**src/rtl/fetch_unit_pkg.sv**
```systemverilog
// Shared definitions for the fetch stage: FSM state encodings and the NOP bubble word.
package fetch_unit_pkg;

    localparam int unsigned STATE_W = 2;

    localparam logic [STATE_W-1:0] ST_BOOT  = 2'd0;
    localparam logic [STATE_W-1:0] ST_RUN   = 2'd1;
    localparam logic [STATE_W-1:0] ST_FLUSH = 2'd2;

    // All-zero word is decoded as a bubble downstream.
    localparam logic [15:0] NOP_WORD = 16'h0000;

    // Width of a down-counter that must hold n-1 for n >= 1.
    function automatic int unsigned cnt_width(input int unsigned n);
        return (n > 2) ? $clog2(n) : 1;
    endfunction

endpackage

```
**src/rtl/fetch_unit.sv**
```systemverilog
// Instruction fetch: owns the PC, drives the synchronous program-memory address,
// presents word+PC to the decoder and flushes wrong-path words after a jump.
module fetch_unit
    import fetch_unit_pkg::*;
#(
    parameter int unsigned PMEM_ADDR_WIDTH = 12,
    parameter int unsigned PMEM_WORD_WIDTH = 16,
    parameter int unsigned PC_WIDTH        = 12,
    parameter int unsigned RESET_PC        = 0,
    parameter int unsigned FLUSH_CYCLES    = 2
) (
    input  logic                       clock,
    input  logic                       reset,
    input  logic                       in_stall,
    input  logic                       in_jump,
    input  logic [PC_WIDTH-1:0]        in_jump_target,
    input  logic [PMEM_WORD_WIDTH-1:0] in_pmem_data,
    output logic [PMEM_ADDR_WIDTH-1:0] out_pmem_addr,
    output logic [PMEM_WORD_WIDTH-1:0] out_instr,
    output logic [PC_WIDTH-1:0]        out_pc,
    output logic                       out_flush
);

    localparam int unsigned CNT_W       = cnt_width(FLUSH_CYCLES);
    localparam bit          MULTI_FLUSH = (FLUSH_CYCLES > 1);

    localparam logic [PC_WIDTH-1:0] PC_RST   = PC_WIDTH'(RESET_PC);
    localparam logic [CNT_W-1:0]    CNT_LOAD = CNT_W'((FLUSH_CYCLES > 1) ? FLUSH_CYCLES - 1 : 0);

    logic [PC_WIDTH-1:0] pc_q, pc_d;
    logic [PC_WIDTH-1:0] pc_fetched_q, pc_fetched_d;
    logic [STATE_W-1:0]  state_q, state_d;
    logic [CNT_W-1:0]    flush_cnt_q, flush_cnt_d;

    // Jump is masked while reset is held so outputs show pure reset values.
    logic jump_take;
    assign jump_take = in_jump & reset;

    always_ff @(posedge clock or negedge reset) begin
        if (!reset) begin
            pc_q         <= PC_RST;
            pc_fetched_q <= PC_RST;
            state_q      <= ST_BOOT;
            flush_cnt_q  <= '0;
        end else begin
            pc_q         <= pc_d;
            pc_fetched_q <= pc_fetched_d;
            state_q      <= state_d;
            flush_cnt_q  <= flush_cnt_d;
        end
    end

    always_comb begin
        pc_d         = pc_q;
        pc_fetched_d = pc_fetched_q;
        state_d      = state_q;
        flush_cnt_d  = flush_cnt_q;

        if (jump_take) begin
            pc_fetched_d = in_jump_target;
            pc_d         = in_jump_target + PC_WIDTH'(1);
            if (MULTI_FLUSH) begin
                state_d     = ST_FLUSH;
                flush_cnt_d = CNT_LOAD;
            end else begin
                state_d     = ST_RUN;
                flush_cnt_d = '0;
            end
        end else if (in_stall) begin
            // Hold everything, including BOOT, so no word is presented twice.
            state_d = state_q;
        end else begin
            case (state_q)
                ST_BOOT, ST_RUN: begin
                    pc_fetched_d = pc_q;
                    pc_d         = pc_q + PC_WIDTH'(1);
                    state_d      = ST_RUN;
                end
                ST_FLUSH: begin
                    if (flush_cnt_q <= CNT_W'(1)) begin
                        state_d     = ST_RUN;
                        flush_cnt_d = '0;
                    end else begin
                        flush_cnt_d = flush_cnt_q - CNT_W'(1);
                    end
                end
                default: begin
                    state_d      = ST_BOOT;
                    flush_cnt_d  = '0;
                    pc_d         = PC_RST;
                    pc_fetched_d = PC_RST;
                end
            endcase
        end
    end

    // During FLUSH the target (held in pc_fetched) is re-read so it is valid on exit.
    logic [PC_WIDTH-1:0] addr_sel;
    always_comb begin
        addr_sel = pc_q;
        if (jump_take) begin
            addr_sel = in_jump_target;
        end else if (in_stall || (state_q == ST_FLUSH)) begin
            addr_sel = pc_fetched_q;
        end
    end

    assign out_pmem_addr = PMEM_ADDR_WIDTH'(addr_sel);
    assign out_pc        = pc_fetched_q;
    assign out_flush     = jump_take | (state_q == ST_FLUSH);
    assign out_instr     = ((state_q == ST_RUN) && !out_flush)
                           ? in_pmem_data : PMEM_WORD_WIDTH'(NOP_WORD);

endmodule
```
**config.mk**
```make
export PLATFORM = sky130hd
export DESIGN_NAME = fetch_unit
export DESIGN_NICKNAME = d
export VERILOG_FILES = /design/src/rtl/fetch_unit_pkg.sv /design/src/rtl/fetch_unit.sv
export SDC_FILE = /design/constraint.sdc
export NUM_CORES = 1
export LEC_CHECK = 0
export BUFFER_PORTS_ARGS = -buffer_cell sky130_fd_sc_hd__buf_2
export CAP_MARGIN = 30
export CORE_MARGIN = 2
export CORE_UTILIZATION = 35
export CTS_BUF_LIST = sky130_fd_sc_hd__clkbuf_4
export DETAILED_ROUTE_END_ITERATION = 8
export PLACE_DENSITY = 0.61
export SYNTH_ARGS = -nofsm -noshare
export SYNTH_HDL_FRONTEND = slang
export SYNTH_SLANG_ARGS = --single-unit
```
**constraint.sdc**
```tcl
create_clock -name clock -period 1.7 [get_ports clock]
set_clock_uncertainty 0.15 [all_clocks]
set_input_delay 0.085 -clock clock [delete_from_list [all_inputs] [get_ports clock]]
set_output_delay 0.085 -clock clock [all_outputs]
set_load 0.005 [all_outputs]
```
==> metrics.yaml <==
status:
  outcome: "finished with violations"
  violations: "negative setup slack"
cts:
  insertion_delay_ps: 330
  numCtsBuffers: 3
  clkTransAtPathRegs_ps: 150
  clock_path_buffers: 2
  cts_tree: "yes"
  root_buffer: "clkbuf_4"
  clock_sinks: 26
  htreeDepth: 1
final_layout:
  final_cell_mix: "60 x buf_2, 47 x a21oi_1, 37 x buf_4, 33 x nand2_1, 25 x dfrtp_1"
  fin_util_pct: 58.0
  fin_nets: 393
  drive_above_1_share_pct: 42.9
  diodes: 0
  final_common_cell: "buf_2"
  area_delta_synth_final_pct: 60.3
  layout.cells.non_filler: 427
  nFillCells: 467
pwr:
  finalPower_uw: 2200
  p_leak_uw: 0.00137
  vdd_ir_drop_max_uv: 488
  p_per_area_nw_per_um2: 743
synthesis:
  synth.distinct_cells: 44
  syn_nets: 273
  synth_top_area_share_pct: 35.2
  syn_inst: 239
  syn_area_per_cell_sq_um: 7.74
  synthArstFlopShare_pct: 100
  yosys_warnings: 0
  ys.flop_type: "dfrtp_1"
  synth_area_leaders: "dfrtp_1 35%, a21oi_1 13%, nand2_1 6.7%, and2_1 5.4%, xnor2_1 4.3%"
  yosysSeqAreaShare_pct: 35.2
  ys_ff_latch: 26
  yosys.area.top_type: "dfrtp_1"
  netlist_area_sq_um: 1850
  synth_edf_count: 0
route:
  drt-initial-drc-count: 89
  via_per_inst: 5.23
  num_vias: 2233
  first_pass_iters: 4
  post-route-drc-count: 0
  wire_per_inst_um: 15.7
  ant_nets: 0
  wirelength_um: 6710
sta:
  drv_slew: 0
  fmax_ghz: 0.532
  worst_pin_slew_ps: 607
  rsz0062_at_grt: "true"
  hold_violations: 0
  setup-violations-final: 16
  finalCritPeriodShare_pct: 110
  setup-tns-final_ps: -1560
  worst_slew_margin_rel_pct: 59.5
  setup_ws_ps: -178
  min_period_ps: 1880
worst_setup_path:
  r2r_start: "pc_q[7]$_DFFE_PN0P_"
  critPathArrivalTime_ps: 1990
  required_ps: 1810
  cpPeakStageDelay_ps: 510
  critPathKind: "reg2reg"
  cp-startpoint: "pc_q[7]$_DFFE_PN0P_"
  cp_max_fo: 2
  crit_chain: "nand4_1 -> or4_4 -> or4_1 -> a32oi_1"
  startpoint_type: "flop"
  cp_slowest_cell: "or4_4"
  end_kind: "flop"
placement:
  portBuffers: 72
  pre_cts_ws_ps: -108
  dpl.cell_count: 393
  place_hpwl_um: 4190
  routabilityCongestion: 0.838
grt:
  grt_pass1_vias: 2046
  antenna_found_initial: 0
  grt_first_pass_wirelength_um: 10100
  grt_use_total_pct: 21.4
  overflow: 0
  grt_max_degree: 31
die:
  rows: 26
  die_w_um: 76.7
  die_area_sq_um: 5880
  start_util_pct: 36.2
  dieHeight_um: 76.7
  ios: 73
  core_sq_um: 5110
run:
  drv_cap: 0
min_path:
  hold_path.class: "in2async"
==> state kept, by name, summed over array words and instances (netlist names) <==
name / count
state_q: 2
pc_q: 12
out_pc: 12
==> final cells by class <==
class | instances | area, sq um | area share (%)
Clock buffer | 3 | 22.5 | 0.760
Timing Repair Buffer | 130 | 963 | 32.5
Sequential cell | 26 | 652 | 22.0
Multi-Input combinational cell | 190 | 1210 | 40.8
Tap cell | 70 | 87.6 | 2.95
Inverter | 8 | 30.0 | 1.01
==> final timing paths <==
kind / endpoint / slack [ps] / cells past startpoint
max: pc_q[11]$_DFFE_PN0P_ / -180 / 4
min: out_pc[11]$_DFFE_PN0P_ / 20 / 2
max reg2reg: pc_q[11]$_DFFE_PN0P_ / -180 / 4
min reg2reg: out_pc[9]$_DFFE_PN0P_ / 440 / 2
max in group asynchronous: pc_q[8]$_DFFE_PN0P_ / 780 / 3
min in group clock: state_q[0]$_DFFE_PN0P_ / 40 / 3
==> timing repair <==
item | CTS | global route
hold endpoints to repair | 47 | 0
endpoints found under the setup margin | 31 | 44
pin swaps | 8 | 22
hold buffers | 13 | 0
gates resized for setup | 12 | 43
setup buffers | 11 | 5
cloned | 2 | 1
==> synth_stat cells, types with 2 or more instances <==
library cell / count
a21oi_1: 47
nand2_1: 33
dfrtp_1: 26
nor2_1: 20
and2_1: 16
clkbuf_1: 9
xnor2_1: 9
inv_1: 8
nand3_1: 8
nor3_1: 8
o21ai_0: 5
a22oi_1: 4
mux2i_1: 3
nand4_1: 3
nor4_1: 3
a31oi_1: 2
a32oi_1: 2
buf_4: 2
buf_6: 2
ha_1: 2
o221ai_1: 2
o311a_2: 2
or4_1: 2
==> report_power, final <==
group / switching [uW] / leakage (uW) / internal (uW)
clock: 196 / 0.0000138 / 83.4
sequential: 82.2 / 0.000300 / 729
combinational: 539 / 0.00106 / 573
total: 818 / 0.00137 / 1390
==> layer usage <==
metal,track usage [%],wire [um]
met1,27.7,2800
met2,37.5,3480
met3,2.47,358
met4,6.18,74
met5,0,0
==> per-stage QoR <==
step / hold slack [ps] / instance area (sq um)
6_report: 22.7 / 2960
5_1_grt: 36.9 / 2960
4_1_cts: 18.0 / 2750
3_5_place_dp: -219 / 2430
3_3_place_gp: -224 / 2430
2_1_floorplan: -361 / 1850
==> worst max-delay path, delay by kind of cell, from the launching register on <==
kind / cells / cell delay [ps]
flip-flops: 1 / 400
AO/OA/AOI/OAI: 1 / 170
AND/OR/NAND/NOR: 3 / 1080
==> logic make-up after synthesis <==
family                     Yosys count  synth area share [%]
and+or+nand+nor                    101                  26.7
adders and majority gates            2                  1.35
muxes                                4                  2.23
DFF                                 26                  35.2
buffers and inverters               24                  6.97
AOI/OAI and AO/OA                   73                  23.3
xor gates and xnor gates             9                  4.26
Note: power is estimated with default switching activity, not from simulation.
